===== src/rtl/paddle_motion_ctrl.sv =====
// ---------------------------------------------------------------------------
// paddle_motion_ctrl
//   Per-frame motion sequencer for the left paddle. Arbitrates Y-motion
//   between keyboard (MANUAL) and a ball-tracking autopilot (AUTO), handles
//   pause (run low) and recenter requests, and clamps the paddle centre to
//   the legal play-field range. Everything advances only on frame_tick; the
//   results appear on the following cycle together with a one-cycle update.
//
//   Optional feature macro: PADDLE_CTRL_ACCEL_EN
//     Defined   : MANUAL keeps a saturating 4-bit hold counter of consecutive
//                 frames with the same key; the step doubles once hold >= 8.
//     Undefined : manual step is always STEP; no hold counter exists.
//
// Ports
//   vga_clk       in   clock
//   Reset_n       in   asynchronous active-low reset
//   frame_tick    in   one-cycle pulse per frame
//   run           in   game running; low pauses the paddle (IDLE)
//   recenter      in   one-cycle request to return the paddle to Y_CENTER
//   key_up        in   level, move up (decreasing Y)
//   key_down      in   level, move down (increasing Y)
//   ball_y[9:0]   in   ball centre Y
//   ball_valid    in   ball_y meaningful
//   paddle_y[9:0] out  paddle centre Y
//   paddle_motion out  two's-complement delta applied at the last update
//   paddle_size   out  constant P_SIZE (half-height)
//   mode[1:0]     out  0 IDLE, 1 MANUAL, 2 AUTO, 3 RECENTER
//   update        out  one-cycle pulse when paddle_y/paddle_motion are written
// ---------------------------------------------------------------------------
module paddle_motion_ctrl #(
    parameter int unsigned Y_CENTER    = 240,
    parameter int unsigned Y_MIN       = 0,
    parameter int unsigned Y_MAX       = 479,
    parameter int unsigned P_SIZE      = 80,
    parameter int unsigned STEP        = 2,
    parameter int unsigned AUTO_STEP   = 1,
    parameter int unsigned IDLE_FRAMES = 120,
    parameter int unsigned DEADBAND    = 4
) (
    input  logic       vga_clk,
    input  logic       Reset_n,
    input  logic       frame_tick,
    input  logic       run,
    input  logic       recenter,
    input  logic       key_up,
    input  logic       key_down,
    input  logic [9:0] ball_y,
    input  logic       ball_valid,
    output logic [9:0] paddle_y,
    output logic [9:0] paddle_motion,
    output logic [9:0] paddle_size,
    output logic [1:0] mode,
    output logic       update
);

    typedef enum logic [1:0] {
        ST_IDLE     = 2'd0,
        ST_MANUAL   = 2'd1,
        ST_AUTO     = 2'd2,
        ST_RECENTER = 2'd3
    } state_t;

    localparam int unsigned IW = $clog2(IDLE_FRAMES + 1);

    localparam logic signed [10:0] C_LO     = 11'(Y_MIN + P_SIZE);
    localparam logic signed [10:0] C_HI     = 11'(Y_MAX - P_SIZE);
    localparam logic signed [10:0] C_CENTER = 11'(Y_CENTER);
    localparam logic signed [10:0] C_STEP   = 11'(STEP);
    localparam logic signed [10:0] C_ASTEP  = 11'(AUTO_STEP);
    localparam logic        [10:0] C_STEP_U = 11'(STEP);
    localparam logic        [10:0] C_DBAND  = 11'(DEADBAND);

    function automatic logic [10:0] f_abs(input logic signed [10:0] v);
        return v[10] ? $unsigned(-v) : $unsigned(v);
    endfunction

    state_t          r_state;
    logic [9:0]      r_paddle_y;
    logic [9:0]      r_motion;
    logic            r_update;
    logic [IW-1:0]   r_idle_cnt;
    logic            r_pending;

    logic                w_key;
    logic                w_pend;
    logic signed [10:0]  w_y;
    logic signed [10:0]  w_ball_diff;
    logic signed [10:0]  w_ctr_diff;
    logic signed [10:0]  w_man_mag;
    logic signed [10:0]  w_man_delta;
    logic signed [10:0]  w_delta;
    logic signed [10:0]  w_sum;
    logic signed [10:0]  w_clamped;
    logic signed [10:0]  w_applied;
    logic [IW-1:0]       w_idle_inc;
    logic [IW-1:0]       w_idle_next;
    logic                w_pend_next;
    logic                w_snap;
    state_t              w_next_state;

    assign w_key       = key_up ^ key_down;
    // A request arriving while already recentering is dropped.
    assign w_pend      = r_pending | (recenter & (r_state != ST_RECENTER));
    assign w_y         = $signed({1'b0, r_paddle_y});
    assign w_ball_diff = $signed({1'b0, ball_y}) - w_y;
    assign w_ctr_diff  = C_CENTER - w_y;
    assign w_idle_inc  = r_idle_cnt + IW'(1);

`ifdef PADDLE_CTRL_ACCEL_EN
    logic       [3:0] r_hold;
    logic             r_last_up;
    logic             w_same;
    logic       [3:0] w_hold_next;

    // Hold only continues while still in MANUAL with the same key as last frame.
    assign w_same      = (r_state == ST_MANUAL) && (r_hold != 4'd0) && (r_last_up == key_up);
    assign w_man_mag   = (w_same && (r_hold >= 4'd8)) ? (C_STEP + C_STEP) : C_STEP;
    assign w_hold_next = ((w_next_state == ST_MANUAL) && w_key) ?
                         (w_same ? ((r_hold == 4'd15) ? 4'd15 : r_hold + 4'd1) : 4'd1) :
                         4'd0;

    always_ff @(posedge vga_clk or negedge Reset_n) begin
        if (!Reset_n) begin
            r_hold    <= '0;
            r_last_up <= 1'b0;
        end else if (frame_tick) begin
            r_hold <= w_hold_next;
            if (w_key) begin
                r_last_up <= key_up;
            end
        end
    end
`else
    assign w_man_mag = C_STEP;
`endif

    assign w_man_delta = key_up ? -w_man_mag : w_man_mag;

    always_comb begin
        w_next_state = r_state;
        w_delta      = '0;
        w_snap       = 1'b0;
        w_idle_next  = '0;
        w_pend_next  = w_pend;
        w_sum        = '0;
        w_clamped    = '0;
        w_applied    = '0;

        if (!run) begin
            w_next_state = ST_IDLE;
        end else if (w_pend || (r_state == ST_RECENTER)) begin
            // Recenter step applies on the same frame the request is consumed.
            w_pend_next = 1'b0;
            if (f_abs(w_ctr_diff) <= C_STEP_U) begin
                w_snap       = 1'b1;
                w_next_state = ST_AUTO;
            end else begin
                w_next_state = ST_RECENTER;
                w_delta      = w_ctr_diff[10] ? -C_STEP : C_STEP;
            end
        end else begin
            case (r_state)
                ST_IDLE: begin
                    if (w_key) begin
                        w_next_state = ST_MANUAL;
                        w_delta      = w_man_delta;
                    end else begin
                        w_next_state = ST_AUTO;
                    end
                end
                ST_MANUAL: begin
                    if (w_key) begin
                        w_delta = w_man_delta;
                    end else if (w_idle_inc == IW'(IDLE_FRAMES)) begin
                        w_next_state = ST_AUTO;
                    end else begin
                        w_idle_next = w_idle_inc;
                    end
                end
                ST_AUTO: begin
                    if (w_key) begin
                        w_next_state = ST_MANUAL;
                        w_delta      = w_man_delta;
                    end else if (ball_valid && (f_abs(w_ball_diff) > C_DBAND)) begin
                        w_delta = w_ball_diff[10] ? -C_ASTEP : C_ASTEP;
                    end
                end
                default: begin
                    w_next_state = r_state;
                end
            endcase
        end

        w_sum = w_snap ? C_CENTER : (w_y + w_delta);
        if (w_sum < C_LO) begin
            w_clamped = C_LO;
        end else if (w_sum > C_HI) begin
            w_clamped = C_HI;
        end else begin
            w_clamped = w_sum;
        end
        // Report what actually moved, so a pinned paddle shows zero motion.
        w_applied = w_clamped - w_y;
    end

    always_ff @(posedge vga_clk or negedge Reset_n) begin
        if (!Reset_n) begin
            r_state    <= ST_IDLE;
            r_paddle_y <= 10'(Y_CENTER);
            r_motion   <= '0;
            r_update   <= 1'b0;
            r_idle_cnt <= '0;
            r_pending  <= 1'b0;
        end else begin
            r_update <= frame_tick;
            if (frame_tick) begin
                r_state    <= w_next_state;
                r_paddle_y <= 10'(w_clamped);
                r_motion   <= 10'(w_applied);
                r_idle_cnt <= w_idle_next;
                r_pending  <= w_pend_next;
            end else begin
                r_pending  <= w_pend;
            end
        end
    end

    assign paddle_y      = r_paddle_y;
    assign paddle_motion = r_motion;
    assign paddle_size   = 10'(P_SIZE);
    assign mode          = r_state;
    assign update        = r_update;

endmodule

===== config.mk =====
export PLATFORM = sky130hd
export DESIGN_NAME = paddle_motion_ctrl
export DESIGN_NICKNAME = d
export VERILOG_FILES = /design/src/rtl/paddle_motion_ctrl.sv
export SDC_FILE = /design/constraint.sdc
export NUM_CORES = 1
export LEC_CHECK = 0
export CAP_MARGIN = 0
export CORE_AREA = 2 2 93 95
export CTS_BUF_LIST = sky130_fd_sc_hd__clkbuf_8 sky130_fd_sc_hd__clkbuf_16
export DETAILED_ROUTE_END_ITERATION = 8
export DIE_AREA = 0 0 95 97
export PLACE_DENSITY_LB_ADDON = 0.15
export SLEW_MARGIN = 40
export SYNTH_ARGS = -nofsm -noshare
export SYNTH_HDL_FRONTEND = slang
export SYNTH_SLANG_ARGS = --single-unit

===== constraint.sdc =====
create_clock -name vga_clk -period 13.4 [get_ports vga_clk]
set_input_delay 2.01 -clock vga_clk [delete_from_list [all_inputs] [get_ports vga_clk]]
set_output_delay 2.01 -clock vga_clk [all_outputs]
set_load 0.005 [all_outputs]

After elaboration in Yosys (flattened, before gate mapping):

Index checks and enable logic that the tools add are counted.

* add/sub/neg operators: 7
* $mul: 0
* div/mod/pow operators: 0
* order comparisons: 4
* eq/ne operators: 9
* shift operators: 0
* mux-type cells: 34
* bitwise gates (word level): 3
* reductions and logical operators: 5

Operators with widths (count)
* 11-bit two-way mux: 12
* 7-bit two-way mux: 5
* 11-bit negation: 2
* 11-bit case mux with 2 select lines: 1
* 10-bit two-way mux: 2
* 2-bit two-way mux: 6
* 4-bit inequality test (second input constant): 3
* 11-bit adder: 1
* 11-bit by 10-bit > comparator with 1-bit output (second input constant): 1
* 11-bit by 3-bit > comparator with 1-bit output (second input constant): 1
* 11-bit by 2-bit less-or-equal comparator with 1-bit output (second input constant): 1
* 11-bit by 8-bit less-than comparator with 1-bit output (second input constant): 1
* 10-bit by 10-bit subtractor with 11-bit output: 1
* 8-bit by 10-bit subtractor with 11-bit output (first input constant): 1
* 10-bit subtractor: 1
* 7-bit by 1-bit adder with 7-bit output (second input constant): 1
* 7-bit equality test (second input constant): 1
* 1-bit two-way mux: 7
* 2-bit case mux with 3 select lines: 1
* 5-bit by 1-bit inequality test with 1-bit output (second input constant): 1
* 5-bit AND reduction: 1
* 2-bit equality test (second input constant): 2
* 2-bit by 1-bit equality test with 1-bit output (second input constant): 1
* 2-bit logical NOT: 1
* 7 further kinds: 7

* register bits after elaboration: 31
* latch bits: 0
* memory bits (writable): 0
* ROM bits: 0
* input port bits: 18
* output and inout bits: 33
* word-level logic and storage cells: 68
* memories: 0

Logic depth before layout (Yosys ltp):

Gate-level depths: netlist (run 1).

* depth in word-level cells: 16
* mapped depth: 41
* gate-level depth less buffers: 40

Least setup slack after synthesis (run 1):

OpenSTA, ideal clock, no wires.

* path kind: input to register
* start point: input port ball_y[0]
* end point: register r_motion[9], in the netlist paddle_motion[9]
* library setup time: 0.082 ns
* data arrival time: 9.458 ns
* slack: 3.860 ns
* cell stages on the path: 36
* cells stage by stage: inv_1 -> ha_1 -> inv_1 -> fa_1 -> and3_1 -> or3_1 -> a221oi_2 -> o211a_1 -> nor2_1 -> o211ai_1 -> a211o_1 -> nand3_1 -> o31ai_1 -> ha_1 -> nor2b_1 -> o21ai_0 -> a21oi_1 -> o21ai_0 -> a21oi_1 -> a31oi_1 -> or4b_1 -> and3_1 -> buf_6 -> buf_6 -> nor3_1 -> ha_1 -> nor2b_1 -> o21ai_0 -> a21boi_0 -> o21ai_0 -> a21boi_0 -> o21ai_0 -> a21boi_0 -> o21a_1 -> or3_1 -> a31oi_1

* word-level cells in the longest chain between the ends: 16

RTL lines
* from (decl): line 47 `input logic [9:0] ball_y,`
* 10-bit by 10-bit subtractor with 11-bit output *: line 105 `assign w_ball_diff = $signed({1'b0, ball_y}) - w_y;`
* 11-bit negation: line 74 `return v[10] ? $unsigned(-v) : $unsigned(v);`
* 11-bit two-way mux: line 74
* 11-bit by 3-bit > comparator with 1-bit output: line 184 `end else if (ball_valid && (f_abs(w_ball_diff) > C_DBAND)) begin`
* 1-bit logical AND: line 184
* 11-bit two-way mux *: line 184
* 11-bit two-way mux *: line 181 `if (w_key) begin`
* 11-bit case mux with 2 select lines *: line 162 `case (r_state)`
* 11-bit two-way mux *: line 151 `end else if (w_pend || (r_state == ST_RECENTER)) begin`
* 11-bit two-way mux *: line 149 `if (!run) begin`
* 11-bit adder *: line 194 `w_sum = w_snap ? C_CENTER : (w_y + w_delta);`
* 11-bit two-way mux *: line 194
* 11-bit by 10-bit > comparator with 1-bit output: line 197 `end else if (w_sum > C_HI) begin`
* 10-bit two-way mux: line 197
* 10-bit two-way mux *: line 195 `if (w_sum < C_LO) begin`
* named net w_clamped[1]: line 93 `logic signed [10:0] w_clamped;`
* 10-bit subtractor *: line 203 `w_applied = w_clamped - w_y;`
* to (signal assigned): line 219 `r_motion <= 10'(w_applied);`
* to (decl): line 79 `logic [9:0] r_motion;`

The timed path passes the listed nets; every way through them passes the cells marked *.
A chain may end at the register's enable or synchronous reset.

Worst setup path after layout (run 1):

Ends and elaborated chain as after synthesis.

==> metrics.txt, run 1 <==
status=finished clean; Slew headroom=54.1%; setup ws final=2.81 ns; CTS tree=built; Hold Vio Cnt, Final=0; diode count=0; hold-fix buffers at CTS=0; vias in the first global route=4143; Cells on Worst Hold Path=2; CTS max path bufs=2; root buf cell=clkbuf_8; Avg Cell Area, Syn=7.73 um^2; DRC errors left=0; Synth cell types=80; switch share=52.4%; XOR/XNOR Fraction of Synth Area=3.52%; Max Slew Vio Count=0; Mapped Cells=547; Cell Area, Synth=0.00423 mm^2; flops & latches, synth=31; row count=33; Max-Cap Viols=0; die height=97 um; H-Tree Depth=2; die area=0.00922 mm^2; Crit Reg-Reg Endpoint=paddle_motion[9]$_DFFE_PN0P_; Initial DRC Count=327; Combinational Power Share=80.0%; largest net degree at the start of global routing=32; CP max stage delay=0.58 ns; Achievable Freq=94.4 MHz; Sink Count=31; mux cell area share after synthesis=3.55%; # resized after CTS=0; routed vias=4264; synth top area cells=dfrtp_1, ha_1, nand2_1, o21ai_0, a21oi_1; critical path type=in2reg; Tmin final=10.59 ns; global route total overflow=0; Slew @ Worst Pin=0.680 ns; Horiz. Die Dim=95 um; leakage power=2.03 nW; CP Launch Type=input pin; Clock Power Share=6.2%; Final #Nets=629; Synth Area in Simple Gates=24.0%; Reg power frac=13.8%; Post-synth EDFFs=0; DP Area=0.00463 mm^2; Clock Skew=0.0138 ns; Post-Synth Adder-Cell Area=12.7%; CTS Buf Count=5; Final TNS setup=0 ns; CP max FO=16; post-synth top area share=16.0%; core area=0.00813 mm^2; antenna violations before repair=0; WL per Instance=17.5 um; hold path start=paddle_motion[5]$_DFFE_PN0P_; Vias per Instance=6.32; dpl ws=2.64 ns; Critical R2R Launch=paddle_y[1]$_DFFE_PN0P_; cell depth of the worst flop-to-flop path=33; register area share after synthesis=18.5%; antenna-violating nets left=0; design area=0.00474 mm^2; Tot GR Track Use=26.2%; YS warnings=0; Peak VDD IR=0.124 mV; PortBufs=40; Critical Path AT=10.79 ns; final WL=11800 um; Crit path max-delay family=compound AO/OA/AOI/OAI gates; async set-or-reset flop fraction in the synthesized netlist=100%; RSZ-0062 raised after global routing=false; Synth Flop Type=dfrtp_1; gpl congestion=0.909; DRT Pass-1 Iters=5; Worst-Skew Late Latency=0.28 ns; Final Util=58.2%; Crit path required time=13.60 ns; Int Pwr=0.678 mW; hold worst-path end=paddle_motion[5]$_DFFE_PN0P_; Psw=0.747 mW; CTS clock-pin slew for the worst setup and hold paths=0.06 ns; largest area contributor in the netlist=dfrtp_1; final period utilization=79.1%; Area Overhead vs Synth=12.0%; first-pass GRT wire length=19600 um; postcts setup bufs=0; largest family of logic cells by synthesized area=compound AO/OA/AOI/OAI gates; Ports=51; CP Buf/Inv Count=4; Initial Utilization=52.0%; Hold Path Class=reg2reg; share of post-route cells with drive strength above 1=7.54%; highest-delay cell along the critical path=or4b_1; CP dominant cell by count=o21ai_0; Crit. End Element=flop; DP HPWL=9000 um; Final setup viols=0; Reg2Reg Setup Slack=4.08 ns; Synth Area in Compound Gates=29.2%; pwr dens=301 mW/mm^2
-- worst max path at each step --
| stage | from | end | slack (ns) | depth (start not counted) |
|---|---|---|---|---|
| 2_1_floorplan | ball_y[0] | paddle_motion[9]$_DFFE_PN0P_ | 3.86 | 36 |
| 3_3_place_gp | ball_y[0] | paddle_motion[9]$_DFFE_PN0P_ | 3.00 | 36 |
| 3_5_place_dp | ball_y[0] | paddle_motion[9]$_DFFE_PN0P_ | 2.64 | 36 |
| 4_1_cts | ball_y[0] | paddle_motion[9]$_DFFE_PN0P_ | 2.87 | 36 |
| 5_1_grt | ball_y[0] | paddle_motion[9]$_DFFE_PN0P_ | 2.00 | 36 |
| 6_report | ball_y[0] | paddle_motion[9]$_DFFE_PN0P_ | 2.81 | 36 |
-- metal layers --
layer	GRT usage (%)	part of all wire, %	up-vias
met4	8.36	2.8	0
met2	42.8	48	129
met3	4.13	4.8	30
li1	-	-	2063
met1	35.1	44	2042
met5	0	0	-
-- power groups by stage --
stage               clock network [mW]  logic (mW)  registers (mW)
CTS                             0.0887        1.13           0.196
global route                    0.0926        1.28           0.203
global placement                     0        1.09           0.196
detailed placement                   0        1.11           0.197
floorplan                            0       0.864           0.164
finish                          0.0882        1.14           0.197
-- cell usage after synthesis, types with 3 or more instances --
master    count
a211oi_1      5
a21boi_0      3
a21o_1       10
a21oi_1      32
a31oi_1       4
and2_1        6
and3_1       10
and4_1        3
buf_2         6
buf_4        10
buf_6         3
clkbuf_1     15
dfrtp_1      27
dfstp_2       4
fa_1          3
ha_1         38
inv_1        41
mux2_2        8
mux2i_1       6
nand2_1      50
nand2b_1      8
nand3_1      13
nand3b_1      3
nand4_1      10
nor2_1       30
nor2b_1       4
nor3_1       23
nor4_1        6
o211ai_1     11
o21a_1        8
o21ai_0      35
o22ai_1       7
o31ai_1       8
o32ai_1       4
o32ai_2       3
o41ai_1       6
or2_2         3
or3_1        11
xnor2_1      12
xor2_1        5
-- worst reg2reg max path, delay by kind of cell (launching register included) --
family          cells  cell delay [ns]
buf+inv             2             0.56
compound gates     18             4.01
simple gates        9             2.70
fa+ha+maj           3             1.17
mux                 1             0.15
flops               1             0.66
-- cells by family after synthesis --
kind of cell,count (synthesis)
XOR/XNOR,17
multiplexers,14
other,2
flip-flops,31
buffers and inverters,77
AND/OR/NAND/NOR,193
AO/OA/AOI/OAI,172
adder cells (fa/ha/maj),41
-- layout make-up --
class / instances / area [um^2]
repair buffers: 43 / 423
fillers: 774 / 3400
inverters: 42 / 158
flip-flops and latches: 31 / 781
well taps: 105 / 131
clock inverters: 2 / 33.8
clock buffers: 5 / 68.8
multi-input cells: 447 / 3140
-- state kept, by name, indices dropped and copies added, names as in the netlist --
signal	flops
paddle_motion	10
mode	2
update	1
r_pending	1
paddle_y	10
r_idle_cnt	7
-- through the flow --
| step | instances | power [mW] | hold slack [ns] |
|---|---|---|---|
| after global placement | 668 | 1.29 | 0.483 |
| after floorplan | 555 | 1.03 | 0.472 |
| final | 675 | 1.42 | 0.505 |
| after detailed placement | 668 | 1.31 | 0.495 |
| after CTS | 675 | 1.41 | 0.506 |
| after global routing | 675 | 1.57 | 0.539 |
-- cell usage in the layout, fill, tap and decap left out, drive strengths merged, types with 6 or more instances in the layout --
master and n:
o21ai 37, nor3 23, nand4 10, mux2 8
o41ai 6, nand2 50, or3 11, o32ai 7
nor4 6, and2 6, o22ai 8, and3 10
ha 38, conb 10, clkdlybuf4s50 40, a21oi 32
nand2b 8, dfrtp 27, o21a 8, o31ai 8
inv 42, mux2i 6, nand3 13, xnor2 12
o211ai 12, a21o 10, nor2 30
No activity file was read; power rests on OpenSTA's default activity.
==> run 2, diff against run 1 <==
- CORE_AREA: 2 2 93 95 -> 2 2 94 96
- DIE_AREA: 0 0 95 97 -> 0 0 96 98
- clock period: 13.4 -> 8.78 ns (I/O delays scaled with it)
==> run 2 against run 1 <==
Clock-buffer cell count stayed put. Clock skew is 0.0063 ns lower. Critical path depth is 3 higher. Utilization is 7.4 points higher.
==> metrics.txt, run 2 (same netlist as run 1, synthesis figures left out) <==
Hold Vio Cnt, Final=0 (unchanged); Worst-Skew Late Latency=0.28 ns (about the same); hold worst-path end=paddle_motion[7]$_DFFE_PN0P_ (was paddle_motion[5]$_DFFE_PN0P_); first-pass GRT wire length=21500 um (was 19600 um); CP max FO=5 (was 16); final period utilization=97.3%; final WL=13300 um (was 11800 um); RSZ-0062 raised after global routing=true (was false); Sink Count=31 (unchanged); Tot GR Track Use=28.3% (was 26.2%); Final TNS setup=0 ns (unchanged); WL per Instance=17.7 um (was 17.5 um); largest net degree at the start of global routing=32 (unchanged); Tmin final=8.54 ns; hold path start=paddle_motion[7]$_DFFE_PN0P_ (was paddle_motion[5]$_DFFE_PN0P_); die area=0.00941 mm^2 (was 0.00922 mm^2); CP max stage delay=0.41 ns (was 0.58 ns); Slew @ Worst Pin=0.606 ns (was 0.680 ns); share of post-route cells with drive strength above 1=24.3% (was 7.54%); critical path type=in2reg (unchanged); Critical R2R Launch=paddle_y[0]$_DFFE_PN0P_ (was paddle_y[1]$_DFFE_PN0P_); Cells on Worst Hold Path=2 (unchanged); CP Launch Type=input pin (unchanged); Clock Skew=0.00748 ns (was 0.0138 ns); Slew headroom=59.4% (was 54.1%); CTS Buf Count=5 (unchanged); most common cell after layout, fill and taps aside=buf_4 (was nand2_1); antenna-violating nets left=0 (unchanged); cell depth of the worst flop-to-flop path=31 (was 33); vias in the first global route=4391 (was 4143); Max Slew Vio Count=0 (unchanged); status=finished clean (unchanged); Ports=51 (unchanged); Max-Cap Viols=0 (unchanged); DRT Pass-1 Iters=5 (unchanged); DRC errors left=0 (unchanged); die height=98 um (was 97 um); Achievable Freq=117 MHz; Initial DRC Count=262 (was 327); design area=0.00555 mm^2 (was 0.00474 mm^2); Final setup viols=0 (unchanged); PortBufs=40 (unchanged); DP HPWL=9940 um (was 9000 um); CTS clock-pin slew for the worst setup and hold paths=0.07 ns (was 0.06 ns); Crit path required time=8.99 ns (was 13.60 ns); Horiz. Die Dim=96 um (was 95 um); diode count=0 (unchanged); Reg2Reg Setup Slack=0.84 ns (was 4.08 ns); Initial Utilization=50.0% (was 52.0%); root buf cell=clkbuf_8 (unchanged); CTS tree=built (unchanged); gpl congestion=0.989 (was 0.909); DP Area=0.00515 mm^2 (was 0.00463 mm^2); Final #Nets=705 (was 629); CP dominant cell by count=buf_4 (was o21ai_0); global route total overflow=0 (unchanged); Vias per Instance=6.13 (was 6.32); Crit Reg-Reg Endpoint=paddle_motion[9]$_DFFE_PN0P_ (unchanged); commonest non-fill, non-tap cells in the layout=buf_4, nand2_1, inv_1 (was nand2_1, inv_1, clkdlybuf4s50_1); routed vias=4628 (was 4264); Crit. End Element=flop (unchanged); Hold Path Class=reg2reg (unchanged); CTS max path bufs=2 (unchanged); Area Overhead vs Synth=31.3% (was 12.0%); Critical Path AT=8.76 ns (was 10.79 ns); highest-delay cell along the critical path=nor4_2 (was or4b_1); H-Tree Depth=2 (unchanged); core area=0.00847 mm^2 (was 0.00813 mm^2); row count=34 (was 33); antenna violations before repair=0 (unchanged)
[run 2: repair_timing]
action                                  in CTS  in global routing
endpoints found under the setup margin       2                  6
hold buffers                                 0                  0
buffers inserted                             0                  6
endpoints found under the hold margin        0                  0
resized for setup                            6                 51
pin swaps                                    2                 18
[run 2: worst max path at each step]
stage	cells after the start	end	startpoint
4_1_cts	38	paddle_motion[9]$_DFFE_PN0P_	ball_y[0]
5_1_grt	39	paddle_motion[9]$_DFFE_PN0P_	ball_y[0]
3_3_place_gp	41	paddle_motion[8]$_DFFE_PN0P_	ball_y[0]
6_report	39	paddle_motion[9]$_DFFE_PN0P_	ball_y[0]
2_1_floorplan	36	paddle_motion[9]$_DFFE_PN0P_	ball_y[0]
3_5_place_dp	38	paddle_motion[9]$_DFFE_PN0P_	ball_y[0]
[run 2: layout make-up]
cell class	instances	area, um^2
Clock buffer	5	68.8
Clock inverter	3	43.8
Sequential cell	31	781
Tap cell	108	135
Multi-Input combinational cell	447	3370
Inverter	42	158
Timing Repair Buffer	119	997
Fill cell	715	2910
[run 2: layer usage]
| layer | vias to the layer above | track usage [%] | wire [um] |
|---|---|---|---|
| li1 | 2224 | - | - |
| met1 | 2210 | 39.7 | 5850 |
| met2 | 174 | 45.8 | 6430 |
| met3 | 20 | 3.55 | 805 |
| met4 | 0 | 7.36 | 266 |
| met5 | - | 0 | 0 |
[run 2: critical path: cells and delay by family]
kind                     cells  cell delay (ns)
buffers and inverters        7             1.17
AND/OR/NAND/NOR              9             1.70
multiplexers                 1             0.14
AO/OA/AOI/OAI               18             3.34
adder cells (fa/ha/maj)      4             1.10
[run 2: per-stage QoR]
step / hold slack, ns / utilization, % / std cells / worst slack [ns]
final: 0.487 / 65.6 / 755 / 0.235
after global routing: 0.520 / 65.6 / 755 / -0.169
after CTS: 0.492 / 62.5 / 749 / 0.00108
after detailed placement: 0.475 / 60.8 / 741 / -0.409
after global placement: 0.473 / 60.8 / 741 / -0.177
after floorplan: 0.472 / - / 555 / 0.0433
Power of run 2 is not shown: default switching activity piles up to over one toggle a cycle in this logic, so the estimate is an artifact.
==> RTL change 1: new RTL, settings of run 2 <==
Change the parameter `IDLE_FRAMES` from 120 to 240.
--- a/src/rtl/paddle_motion_ctrl.sv
+++ b/src/rtl/paddle_motion_ctrl.sv
@@ -34,7 +34,7 @@
     parameter int unsigned P_SIZE      = 80,
     parameter int unsigned STEP        = 2,
     parameter int unsigned AUTO_STEP   = 1,
-    parameter int unsigned IDLE_FRAMES = 120,
+    parameter int unsigned IDLE_FRAMES = 240,
     parameter int unsigned DEADBAND    = 4
 ) (
     input  logic       vga_clk,
Function: same outputs for any inputs over 4 cycles, from zero or initial values and one cycle with Reset_n low; that may be too few to reach the edited logic, so the function may still have changed.
==> RTL change 1 against run 2 <==
- synthesized cell count fell by 6.8%
- setup slack improved by 0.25 ns
- synthesized area fell by 5.8%
- worst hold slack improved by 0.011 ns
- critical path depth rose by 2
- non-clock buffer count fell by 62
- wire length fell by 18%
- sequential cell count rose by 1
- clock skew fell by 0.00074 ns
- maximum frequency rose by 3.0%
- sequential share of layout area rose by 2.9 points
- cell area fell by 14%
==> RTL change 1: results <==
group,metric,value,unit
outcome,run_status,"finished clean",
layout,layout-drive-gt1-share,11.3,%
layout,n_antenna_cell,0,
logic_synthesis,xor_xnor_portion_of_the_synthesized_cell_area,5.28,%
power_and_ir_drop,intPower,1.09,mW
logic_synthesis,yosysSeqAreaShare,20.2,%
detailed_routing,drtIter0Drc,223,
sta,timing.final.crit_period,8.30,ns
setup_path,timing.reg2reg.worst_path_depth,37,
cts,cts_h_tree_lvls,2,
power_and_ir_drop,ir_worst_vdd,0.347,mV
detailed_routing,dr.pass1.iters,4,
logic_synthesis,netlist_top_cells_count,"sky130_fd_sc_hd__nand2_1 (40), sky130_fd_sc_hd__ha_1 (38), sky130_fd_sc_hd__inv_1 (38)",
detailed_routing,via_count,3954,
layout,layout.area.seq,806,sq um
power_and_ir_drop,clock_power_share,6.5,%
layout,filler_cell_count,810,
setup_path,rr_endpoint,"paddle_motion[8]",
setup_path,critical_path.endpoint_type,"flip-flop",
logic_synthesis,synth.mux.area_fraction,3.46,%
sta,timing.hold.ws,0.497,ns
setup_path,crit_slowest_cell,"sky130_fd_sc_hd__or4_1",
global_routing,grt_pass1_wl,18.3,mm
logic_synthesis,cells_taking_the_most_area_after_synthesis,"sky130_fd_sc_hd__dfrtp_1 (18%), sky130_fd_sc_hd__ha_1 (12%), sky130_fd_sc_hd__o21ai_0 (4.4%)",
place,postPlaceCellArea,4520,sq um
place,place.detailed.hpwl,8.31,mm
setup_path,critPathLaunch,"ball_y[0]",
global_routing,grt_usage,24.0,%
global_routing,grt_start_max_net_pins,33,
setup_path,worstReg2RegStart,"paddle_y[3]",
cts,clk_latency,0.29,ns
logic_synthesis,syn_avg_cell_area,7.81,sq um
cts,postCtsSetupBuffers,0,
sta,worst_slew_margin_rel,53.8,%
place,place_inst,655,
global_routing,antenna_found_initial,0,
logic_synthesis,ys.warnings.count,0,
cts,buffer_depth_of_the_longest_clock_path,2,
setup_path,cp_max_fo,5,
place,io_buffer_count,40,
setup_path,timing.reg2reg.setup_slack,0.99,ns
detailed_routing,routed_via_density,5.95,
worst_hold_path,hold_path.class,"flip-flop to flip-flop",
sta,clock_skew,0.00674,ns
setup_path,crit_arrival,8.48,ns
global_routing,first_global_vias,3866,
logic_synthesis,synth_compound_area_share,27.2,%
detailed_routing,routed_wirelength,10.9,mm
layout,final_net_count,614,
place,place.gp.congestion,0.937,
logic_synthesis,post_synthesis_adder_cell_area_fraction,13.4,%
setup_path,crit_path_max_incr_delay,0.56,ns
cts,post_cts_resized,0,
logic_synthesis,netlist-cell-type-count,81,
place,place_ws,-0.136,ns
## RTL change 1: cell count changes in the layout (fill, tap and decap cells not counted), moves of 4 or more
cell / before / now
sky130_fd_sc_hd__nor3_1: 19 / 15
sky130_fd_sc_hd__xnor2_1: 12 / 16
sky130_fd_sc_hd__nor2_1: 30 / 34
sky130_fd_sc_hd__and2_1: 6 / 1
sky130_fd_sc_hd__o22ai_1: 7 / 2
sky130_fd_sc_hd__nand2_1: 48 / 40
sky130_fd_sc_hd__nand3_1: 13 / 22
sky130_fd_sc_hd__o21ai_1: 3 / 8
sky130_fd_sc_hd__o21bai_1: 1 / 7
sky130_fd_sc_hd__buf_4: 78 / 17
## RTL change 1: metal layers
layer  share of wire, %  up-vias  wire (um)  GRT usage [%]
li1                   -     1957          -              -
met1                 44     1869       4790           31.6
met2                 50      113       5460           40.4
met3                4.6       15        502           3.40
met4                1.4        0        155           6.70
met5                  0        -          0              0
## RTL change 1: final cells by class
| class | count | share of cell area [%] |
|---|---|---|
| Multi-Input combinational cell | 420 | 63.8 |
| Sequential cell | 32 | 16.9 |
| Timing Repair Buffer | 57 | 11.1 |
| Inverter | 39 | 3.08 |
| Tap cell | 108 | 2.84 |
| Clock buffer | 5 | 1.45 |
| Clock inverter | 3 | 0.815 |
## RTL change 1: how the worst min path moves through the flow
stage                startpoint               end  cells after the start
2_1_floorplan     r_idle_cnt[0]     r_idle_cnt[0]                      1
3_5_place_dp   paddle_motion[5]  paddle_motion[5]                      2
5_1_grt        paddle_motion[0]  paddle_motion[0]                      2
6_report          r_idle_cnt[0]     r_idle_cnt[0]                      1
4_1_cts           r_idle_cnt[0]     r_idle_cnt[0]                      1
3_3_place_gp   paddle_motion[0]  paddle_motion[0]                      2
==> RTL change 2: new RTL, flow settings as in run 2 <==
Made on the original files. Register the inputs `run`, `recenter`, `key_down`, `ball_y` and `ball_valid` before use. The logic sees them one clock later. The other inputs are not delayed to match. Comments in the files are not updated.
--- a/src/rtl/paddle_motion_ctrl.sv
+++ b/src/rtl/paddle_motion_ctrl.sv
@@ -70,6 +70,20 @@
     localparam logic        [10:0] C_STEP_U = 11'(STEP);
     localparam logic        [10:0] C_DBAND  = 11'(DEADBAND);
 
+    logic run_q;
+    logic recenter_q;
+    logic key_down_q;
+    logic [9:0] ball_y_q;
+    logic ball_valid_q;
+
+    always_ff @(posedge vga_clk) begin
+        run_q        <= run;
+        recenter_q   <= recenter;
+        key_down_q   <= key_down;
+        ball_y_q     <= ball_y;
+        ball_valid_q <= ball_valid;
+    end
+
     function automatic logic [10:0] f_abs(input logic signed [10:0] v);
         return v[10] ? $unsigned(-v) : $unsigned(v);
     endfunction
@@ -98,11 +112,11 @@
     logic                w_snap;
     state_t              w_next_state;
 
-    assign w_key       = key_up ^ key_down;
+    assign w_key       = key_up ^ key_down_q;
     // A request arriving while already recentering is dropped.
-    assign w_pend      = r_pending | (recenter & (r_state != ST_RECENTER));
+    assign w_pend      = r_pending | (recenter_q & (r_state != ST_RECENTER));
     assign w_y         = $signed({1'b0, r_paddle_y});
-    assign w_ball_diff = $signed({1'b0, ball_y}) - w_y;
+    assign w_ball_diff = $signed({1'b0, ball_y_q}) - w_y;
     assign w_ctr_diff  = C_CENTER - w_y;
     assign w_idle_inc  = r_idle_cnt + IW'(1);
 
@@ -146,7 +160,7 @@
         w_clamped    = '0;
         w_applied    = '0;
 
-        if (!run) begin
+        if (!run_q) begin
             w_next_state = ST_IDLE;
         end else if (w_pend || (r_state == ST_RECENTER)) begin
             // Recenter step applies on the same frame the request is consumed.
@@ -181,7 +195,7 @@
                     if (w_key) begin
                         w_next_state = ST_MANUAL;
                         w_delta      = w_man_delta;
-                    end else if (ball_valid && (f_abs(w_ball_diff) > C_DBAND)) begin
+                    end else if (ball_valid_q && (f_abs(w_ball_diff) > C_DBAND)) begin
                         w_delta = w_ball_diff[10] ? -C_ASTEP : C_ASTEP;
                     end
                 end
Behaviour: not the same (a bounded check fails within 4 cycles, from zero or initial values and one cycle with Reset_n low).
==> RTL change 2 against run 2 <==
- cell area shrank 12%
- count of clock-buffer cells in the layout is the same
- maximum frequency grew 5.2%
- synthesized area grew 1.2%
- global-route usage shrank 4.6 points
- setup slack gained 0.42 ns
- sequential cell count grew 14
- clock skew grew 0.011 ns
- critical path type is now flip-flop to flip-flop
- critical path depth shrank 6
- wire length shrank 18%
- highest routed layer unchanged
- largest cell class unchanged
==> RTL change 2: results <==
group,metric,value,unit
outcome,run_status,"finished clean",
layout,clock_cell_area_share,2.41,%
detailed_routing,dr.pass1.iters,8,
setup_path,crit_path_max_incr_delay,0.65,ns
place,place_inst,643,
cts,cts.clk_slew.worst_paths,0.10,ns
detailed_routing,drt-wirelength-per-cell,16.8,um
setup_path,timing.reg2reg.setup_slack,0.66,ns
global_routing,grt_util_met1,31.4,%
sta,clock_skew,0.0186,ns
global_routing,met2_usage_grt,37.0,%
sta,worst_slew_margin_rel,50.8,%
global_routing,gr_util_met3,5.32,%
logic_synthesis,yosysSeqAreaShare,24.8,%
detailed_routing,routed_via_density,6.10,
layout,post_layout_nonfiller_instances,651,
logic_synthesis,cells_taking_the_most_area_after_synthesis,"sky130_fd_sc_hd__dfrtp_1 (16%), sky130_fd_sc_hd__ha_1 (11%), sky130_fd_sc_hd__dfxtp_1 (6.6%)",
global_routing,first_global_vias,3861,
layout,final_net_count,601,
cts,clk_latency,0.31,ns
detailed_routing,m1WireLength,4.79,mm
worst_hold_path,hold_path_endpoint,"r_idle_cnt[0]",
layout,layout-drive-gt1-share,11.0,%
cts,post_cts_resized,0,
place,place.gp.congestion,0.962,
-- RTL change 2: cell types whose count changed in the layout (fill, tap and decap cells not counted), moves of 5 or more --
cell,delta
sky130_fd_sc_hd__nand2_1,-10
sky130_fd_sc_hd__nand4_1,-6
sky130_fd_sc_hd__or4_1,+9
sky130_fd_sc_hd__o21ai_0,-5
sky130_fd_sc_hd__buf_4,-72
sky130_fd_sc_hd__and2_1,-5
sky130_fd_sc_hd__xnor2_1,+8
sky130_fd_sc_hd__a2111o_1,+5
sky130_fd_sc_hd__nor3_1,-9
sky130_fd_sc_hd__dfxtp_1,+14
-- RTL change 2: through the flow --
step | hold WS, ns | util, % | worst slack [ns] | instance area, sq um
final | 0.506 | 57.7 | 0.656 | 4880
after global routing | 0.522 | 57.7 | 0.0157 | 4880
after CTS | 0.508 | 57.3 | 0.390 | 4850
after detailed placement | 0.473 | 55.9 | 0.480 | 4730
after global placement | 0.483 | 55.8 | 0.663 | 4720
after floorplan | 0.472 | - | 1.33 | 4310
-- RTL change 2: worst max path at each step --
stage                     start                to  slack (ns)  cells past startpoint
detailed placement  paddle_y[0]  paddle_motion[9]        0.48                     32
CTS                 paddle_y[0]  paddle_motion[9]        0.39                     32
finish              paddle_y[0]  paddle_motion[9]        0.66                     33
global route        paddle_y[1]  paddle_motion[9]        0.02                     32
floorplan           paddle_y[5]  paddle_motion[9]        1.33                     34
global placement    paddle_y[0]  paddle_motion[9]        0.66                     32
-- RTL change 2: power breakdown --
group | total [mW] | switching (mW) | internal, mW
Combinational | 1.57 | 0.858 | 0.708
Sequential | 0.337 | 0.0675 | 0.270
Clock | 0.168 | 0.0810 | 0.0868
Total | 2.07 | 1.01 | 1.06
